==> config.mk <==
export PLATFORM = sky130hd
export DESIGN_NAME = regfile_bank
export DESIGN_NICKNAME = d
export VERILOG_FILES = /design/src/rtl/regfile_pkg.sv /design/src/rtl/regfile_clear_ctrl.sv /design/src/rtl/regfile_bank.sv
export SDC_FILE = /design/constraint.sdc
export NUM_CORES = 1
export LEC_CHECK = 0
export ABC_AREA = 1
export CORE_ASPECT_RATIO = 1.25
export CORE_UTILIZATION = 53
export DETAILED_ROUTE_END_ITERATION = 10
export PLACE_DENSITY = 0.77
export SLEW_MARGIN = 10
export SYNTH_ARGS = -nofsm -noshare
export SYNTH_HDL_FRONTEND = slang
export SYNTH_SLANG_ARGS = --single-unit
==> constraint.sdc <==
create_clock -name clk -period 1.75 [get_ports clk]
set_clock_uncertainty 0.15 [all_clocks]
set_input_delay 0.4375 -clock clk [delete_from_list [all_inputs] [get_ports clk]]
set_output_delay 0.4375 -clock clk [all_outputs]
set_load 0.05 [all_outputs]
==> src/rtl/regfile_pkg.sv <==
// Shared definitions for the register-file bank: controller state
// encodings and default geometry.
package regfile_pkg;

  localparam int DEF_WIDTH  = 8;
  localparam int DEF_ADDR_W = 3;

  typedef enum logic {
    IDLE  = 1'b0,
    CLEAR = 1'b1
  } rf_state_e;

endpackage : regfile_pkg

==> src/rtl/regfile_clear_ctrl.sv <==
// Clear sequencer: walks the whole array writing zero, one entry per cycle.
// Busy is high for exactly DEPTH cycles per sequence. A clear request that
// arrives while a sequence is running does not restart it.
module regfile_clear_ctrl
  import regfile_pkg::*;
#(
  parameter int ADDR_W = DEF_ADDR_W
) (
  input  logic              clk,
  input  logic              reset,
  input  logic              clear,
  output logic              busy,
  output logic [ADDR_W-1:0] clr_addr,
  output logic              clr_we
);

  rf_state_e         state_q, state_d;
  logic [ADDR_W-1:0] cnt_q, cnt_d;

  // State and counter registers; reset starts a fresh clear from entry 0.
  always_ff @(posedge clk) begin
    if (reset) begin
      state_q <= CLEAR;
      cnt_q   <= '0;
    end else begin
      state_q <= state_d;
      cnt_q   <= cnt_d;
    end
  end

  // Next-state, counter advance and clear-write strobe.
  always_comb begin
    state_d  = state_q;
    cnt_d    = cnt_q;
    busy     = 1'b0;
    clr_we   = 1'b0;
    clr_addr = cnt_q;
    unique case (state_q)
      CLEAR: begin
        busy   = 1'b1;
        clr_we = 1'b1;
        if (&cnt_q) begin
          state_d = IDLE;
          cnt_d   = '0;
        end else begin
          cnt_d = cnt_q + 1'b1;
        end
      end
      IDLE: begin
        if (clear) begin
          state_d = CLEAR;
          cnt_d   = '0;
        end
      end
      default: begin
        state_d = CLEAR;
        cnt_d   = '0;
      end
    endcase
  end

endmodule : regfile_clear_ctrl

==> src/rtl/regfile_bank.sv <==
// Register-file bank: one write port, two registered read ports with
// write-to-read bypass, and a multi-cycle clear sequence.
module regfile_bank
  import regfile_pkg::*;
#(
  parameter int WIDTH     = DEF_WIDTH,
  parameter int ADDR_W    = DEF_ADDR_W,
  parameter int ZERO_REG0 = 0
) (
  input  logic              clk,
  input  logic              reset,
  input  logic              write,
  input  logic [ADDR_W-1:0] D_address,
  input  logic [WIDTH-1:0]  data_in,
  input  logic [ADDR_W-1:0] A_address,
  input  logic [ADDR_W-1:0] B_address,
  input  logic              clear,
  output logic [WIDTH-1:0]  A_out,
  output logic [WIDTH-1:0]  B_out,
  output logic              busy
);

  localparam int DEPTH = 1 << ADDR_W;

  logic [WIDTH-1:0]  mem_q [DEPTH];
  logic [WIDTH-1:0]  a_q, a_d, b_q, b_d;
  logic              clr_we;
  logic [ADDR_W-1:0] clr_addr;
  logic              d_we;
  logic              mem_we;
  logic [ADDR_W-1:0] mem_waddr;
  logic [WIDTH-1:0]  mem_wdata;

  regfile_clear_ctrl #(
    .ADDR_W (ADDR_W)
  ) u_clear_ctrl (
    .clk      (clk),
    .reset    (reset),
    .clear    (clear),
    .busy     (busy),
    .clr_addr (clr_addr),
    .clr_we   (clr_we)
  );

  // D-port write qualification and the clear-vs-D write mux.
  // clear wins over a same-cycle write; entry 0 is read-only when hardwired.
  always_comb begin
    d_we      = write && !busy && !clear &&
                !((ZERO_REG0 != 0) && (D_address == '0));
    mem_we    = !reset && (clr_we || d_we);
    mem_waddr = clr_we ? clr_addr : D_address;
    mem_wdata = clr_we ? '0 : data_in;
  end

  // Storage array; not reset, only zeroed by the clear sequence.
  always_ff @(posedge clk) begin
    if (mem_we) begin
      mem_q[mem_waddr] <= mem_wdata;
    end
  end

  // Read-port next values: zero while busy, hardwired entry 0, bypass, array.
  always_comb begin
    a_d = mem_q[A_address];
    b_d = mem_q[B_address];
    if (d_we && (D_address == A_address)) a_d = data_in;
    if (d_we && (D_address == B_address)) b_d = data_in;
    if ((ZERO_REG0 != 0) && (A_address == '0)) a_d = '0;
    if ((ZERO_REG0 != 0) && (B_address == '0)) b_d = '0;
    if (busy) begin
      a_d = '0;
      b_d = '0;
    end
  end

  // Registered read outputs.
  always_ff @(posedge clk) begin
    if (reset) begin
      a_q <= '0;
      b_q <= '0;
    end else begin
      a_q <= a_d;
      b_q <= b_d;
    end
  end

  assign A_out = a_q;
  assign B_out = b_q;

endmodule : regfile_bank

* Word level (Yosys, flattened, before mapping)
Memory sizes are Yosys's and may differ from the RTL's. A register that Yosys moved wholly into a read port is not among the register bits.
Index checks and enable logic that the tools add are counted.
** Cells by class
- Eq/ne operators :: 1
- Shift-type cells :: 0
- Reductions and logical operators :: 9
- $mul :: 0
- Add/subtract/negate cells :: 1
- Divide/modulo/power cells :: 0
- Multiplexer cells :: 11
- $lt $le $gt $ge :: 0
- Bitwise logic cells :: 1
** Operators by type and width (number)
- $mux 3 :: 3
- $mux 8 :: 1
- $pmux 3 s2 :: 1
- $mux 1 :: 5
- $add 3x1->3 const B :: 1
- $logic_and 1x1->1 :: 3
- $logic_not 1->1 :: 3
- $reduce_and 3->1 :: 1
- $ne 2x2->1 const B :: 1
- $pmux 1 s2 :: 1
- $reduce_or 2->1 :: 1
- $logic_or 1x1->1 :: 1
- $not 1->1 :: 1
** Storage, ports and cells
- Logic and storage cells :: 26
- Latch bits :: 0
- Register bits after elaboration :: 4
- Memory bits (writable) :: 64
- Bits in read-only memories :: 0
- Output and inout bits :: 17
- Memories kept :: 1
- Input bits :: 21
** Memories
- mem_q :: depth 8, width 8, rd ports 2, clocked after memory_dff 2, write ports 1, line regfile_bank.sv:25 : logic [WIDTH-1:0] mem_q [DEPTH];

* Logic depth before layout (Yosys ltp)
- Word-level depth :: 8
- Mapped depth :: 11
- Depth with buffers taken out :: 9

* Hierarchy
From an unflattened synthesis, not the netlist that was laid out.
** Second synthesis, totals
- Cells, all modules :: 521
- Area total of the unflattened synthesis :: 4401.7 µm²
** By module, submodules not included
- regfile_bank :: cells each 497, seq. area each 2242.2 µm², area an instance 4216.5 µm², times used 1
- regfile_clear_ctrl :: cells each 24, seq. area each 80.1 µm², area an instance 185.2 µm², times used 1

* Worst setup path after synthesis
OpenSTA, ideal clock, no wires.
- Path kind :: reg-to-reg
- Start point :: reg u_clear_ctrl.state_q
- End point :: mem mem_q[6][0] (netlist name), enable pin
- Slack :: -0.442 ns
- Library setup time :: 0.370 ns
- Data arrival time :: 1.671 ns
- Period minus slack after synthesis :: 2.192 ns
- Required time :: 1.230 ns
- Cell stages (with the launch flop) :: 8
- Path through :: dfxtp_1 > buf_6 > inv_8 > nand2_8 > nand2_4 > nor2_8 > nand3_1 > nor2_1
** Between the ends
- Longest elaborated chain between the ends :: 8
** RTL lines
- from (decl) :: line regfile_clear_ctrl.sv:17 : rf_state_e state_q, state_d;
- from (signal assigned) :: line regfile_clear_ctrl.sv:26 : state_q <= state_d;
- $mux 1 (*) :: line regfile_clear_ctrl.sv:38 : unique case (state_q)
- $logic_not 1->1 :: line regfile_bank.sv:48 : d_we = write && !busy && !clear &&
- $logic_and 1x1->1 (2 in a row) :: line regfile_bank.sv:48
- $logic_or 1x1->1 :: line regfile_bank.sv:50 : mem_we = !reset && (clr_we || d_we);
- $logic_and 1x1->1 :: line regfile_bank.sv:50
- $mux 1 :: line regfile_bank.sv:57 : if (mem_we) begin
- $mux 1 (not written as such) :: line regfile_bank.sv:58 : mem_q[mem_waddr] <= mem_wdata;
- to (decl) :: line regfile_bank.sv:25
Mark *: on every way between the ends. The rest lies on a longest branch, timed or not.

* Final worst setup path
- Start point :: reg u_clear_ctrl.state_q
- End point :: mem mem_q[0][2] (netlist name), enable pin
The elaborated chain is that of the path after synthesis.

==> results.md <==
- Ys async rst share: 0%
- Max Freq: ~580 MHz
- Die area: slightly above 9000 µm²
- Clock sinks: 84
- Clk slew on worst S/H paths: 0.09 ns
- First-pass GRT wire length: between 20 and 25 mm
- Comb power frac: between 10% and 20%
- WL per Instance: 16.6 µm
- DRT Wirelength: about 13 mm
- Min-delay src: reset
- Hold_buf cts: 0
- Critical path buffers and inverters: 1
- Worst hold slack: around 0.27 ns
- Post-DP HPWL: around 9.7 mm
- FP Rows: 37
- H-tree Lvls: 3
- Post-synth top area cell: edfxtp_1
- Max VDD drop: 0.000722 V
- Antenna Nets Post-Route: 0
- Sw Ratio: between 20% and 30%
- Fill count: ~660
- Worst Path Max Fanout: 9
- HP Class: in -> reg
- Max-slew violations: 0
- RSZ-0062 raised after global routing: yes
- Worst Tran Pin Value: roughly 0.77 ns
- CTS tree: done
- Ys flop type: edfxtp_1
- CP Launch Point: u_clear_ctrl.state_q
- Die Height: between 100 and 150 µm
- Top-count cell post-synth: nand2_1
- Cell Int Power: between 0.003 and 0.004 W
- Vias per cell: 5.37
- Synth Instances: ~610
- Core area: ~8400 µm²
- Total leakage power: around 2.8 nW
- CP cell instances: inv_8, nand2_8, nand2_4, nor2_8, nand3_4, nor2_4
- DRC: 0
- Pin count of the biggest net entering global routing: 37
- Share of cells above drive strength 1: a little under a fifth
- Post-layout util: slightly above 70%
- DRT iter0 DRCs: around 340
- I/O Pins: 38
- Flop pwr share: 50.9%
- CP max-delay cell: dfxtp_4
- Clock power frac: a little under a third
- Pwr/cell area: 717 nW/µm²
- Post-Syn Area: between 4000 and 5000 µm²
- Rel. slew slack: 48.6%
- Vias in the first global route: between 4k and 5k
- Sw Pwr: 0.00119 W
- Syn. warnings: 0
- Yosys cell types: 25
- Crit end category: flop
- Crit path time final: between 1.5 and 2 ns
- Synthesized area per cell: between 7 and 8 µm²
- EDFF count, synth: 64
- Initial antenna violation count: 0
- Crit Path Class: reg -> reg
- Die W: ~86 µm
- Arrival time worst endpoint: about 1.6 ns
- Total Routing Usage GR: around 30%
- Vias: about 4.3k
- Ant diodes: 0
- Max-Cap Viols: 0
- CP peak stage delay: about 0.42 ns
- Syn nets: 630
- Setup ws final: approximately 0.03 ns
- Top-area cell type share of the netlist area: about two fifths
- Crit path launch type: flop
- Area contributors post-synth: edfxtp_1 41%, nand2_1 19%, nand3_1 11%, dfxtp_1 8.6%, inv_1 5.7%
- Seq cells post-synth: 84
- Setup TNS: 0 ns
- GP Congestion: 0.988
- Delay-heaviest family, CP: simple AND/OR/NAND/NOR gates
- Final period util: a little over nine tenths
- Router iterations before antenna repair: 5
- IO buf count: 37
- Final Hold Viols: 0
- GRT Residual Overflow: 0
- DP Worst Slack: -0.528 ns
- Total CTS buffers: 9
- Nets@finish: approximately 700
- Area growth, synth to finish: 29.2%
- Most common library cells after synthesis: 234 x nand2_1, 105 x nand3_1, 70 x inv_1
- Initial Util: between 50% and 60%
- Setup violations, final: 0
- Critical Path RT: roughly 1.7 ns
- Worst skew pair latency: around 0.36 ns
- Register area share after synthesis: between 40 and 50%
- Max Root-Sink Buffers: 2
- Status: finished, final reports clean
- Worst R2R Start: u_clear_ctrl.state_q
- Clock tree root driver cell: clkbuf_8
cells by family after synthesis:
kind of cell,Yosys count,share of synthesized area [%]
AO/OA/AOI/OAI,10,1.08
adder cells (fa/ha/maj),2,0.538
buffers and inverters,102,9.18
flip-flops,84,49.9
AND/OR/NAND/NOR,409,39.3
path summary, 6_finish.rpt:
| check | end | slack [ns] | cells past startpoint |
|---|---|---|---|
| worst min-delay path | u_clear_ctrl.clr_addr[1] | 0.27 | 3 |
| worst min register to register | u_clear_ctrl.clr_addr[2] | 0.38 | 2 |
| worst max-delay path | mem_q[0][2] | 0.03 | 6 |
| worst max register to register | mem_q[0][2] | 0.03 | 6 |
flip-flops by register name, indices dropped and copies added (netlist names):
name / cells
A_out: 8
mem_q: 64
u_clear_ctrl.state_q: 1
u_clear_ctrl.clr_addr: 3
B_out: 8
worst min-delay path, delay by kind of cell:
family | cells | cell delay, ns
buffers and inverters | 2 | 0.27
AO/OA/AOI/OAI | 1 | 0.04
cells in the final DEF, fill, tap and decap left out, types with 4 or more instances in the layout:
cell type / netlist / routed
clkbuf_8: 0 / 9
nand2_1: 234 / 229
nor2_4: 2 / 10
a21oi_1: 6 / 6
nand3_4: 2 / 4
buf_12: 0 / 23
inv_2: 4 / 7
dfxtp_1: 20 / 19
inv_1: 70 / 67
dlymetal6s2s_1: 0 / 5
clkdlybuf4s50_1: 0 / 13
o21ai_0: 4 / 4
buf_4: 1 / 41
nand3_1: 105 / 100
edfxtp_1: 64 / 64
nor2_1: 49 / 40
nand2_2: 7 / 10
nor2_2: 3 / 4
power by group through the flow:
stage          clock network, W  logic, W  registers [W]
4_1_cts                 0.00135  0.000732        0.00219
5_1_grt                 0.00145  0.000836        0.00220
3_3_place_gp                  0  0.000709        0.00224
3_5_place_dp                  0  0.000725        0.00224
2_1_floorplan                 0  0.000449        0.00224
6_report                0.00135  0.000770        0.00219
area by class of cell:
| cell class | instances | area [µm²] | area share [%] |
|---|---|---|---|
| flip-flops and latches | 84 | 2330 | 38.7 |
| multi-input cells | 421 | 2030 | 33.7 |
| repair buffers | 87 | 1030 | 17.1 |
| inverters | 77 | 299 | 4.98 |
| well taps | 117 | 146 | 2.44 |
| clock buffers | 11 | 131 | 2.19 |
| clock inverters | 5 | 52.6 | 0.875 |
metrics by stage:
| stage | std cells | cell area [µm²] | total power (W) |
|---|---|---|---|
| after global routing | 802 | 6010 | 0.00449 |
| final | 802 | 6010 | 0.00431 |
| after detailed placement | 782 | 5700 | 0.00297 |
| after CTS | 798 | 5900 | 0.00428 |
| after global placement | 782 | 5700 | 0.00295 |
| after floorplan | 607 | 4720 | 0.00268 |
what timing repair did:
action,in CTS,in global routing
pin swaps,7,13
resized for setup,6,23
gates cloned,0,1
endpoints found under the setup margin,66,79
buffers inserted,0,3
layer usage:
layer	vias up	GRT usage, %	wire length [µm]
met5	-	0	0
met4	0	13.7	437
met3	45	8.16	1150
met2	229	51.0	6570
met1	1974	37.1	5140
li1	2061	-	-
(Power assumes the default switching activity.)
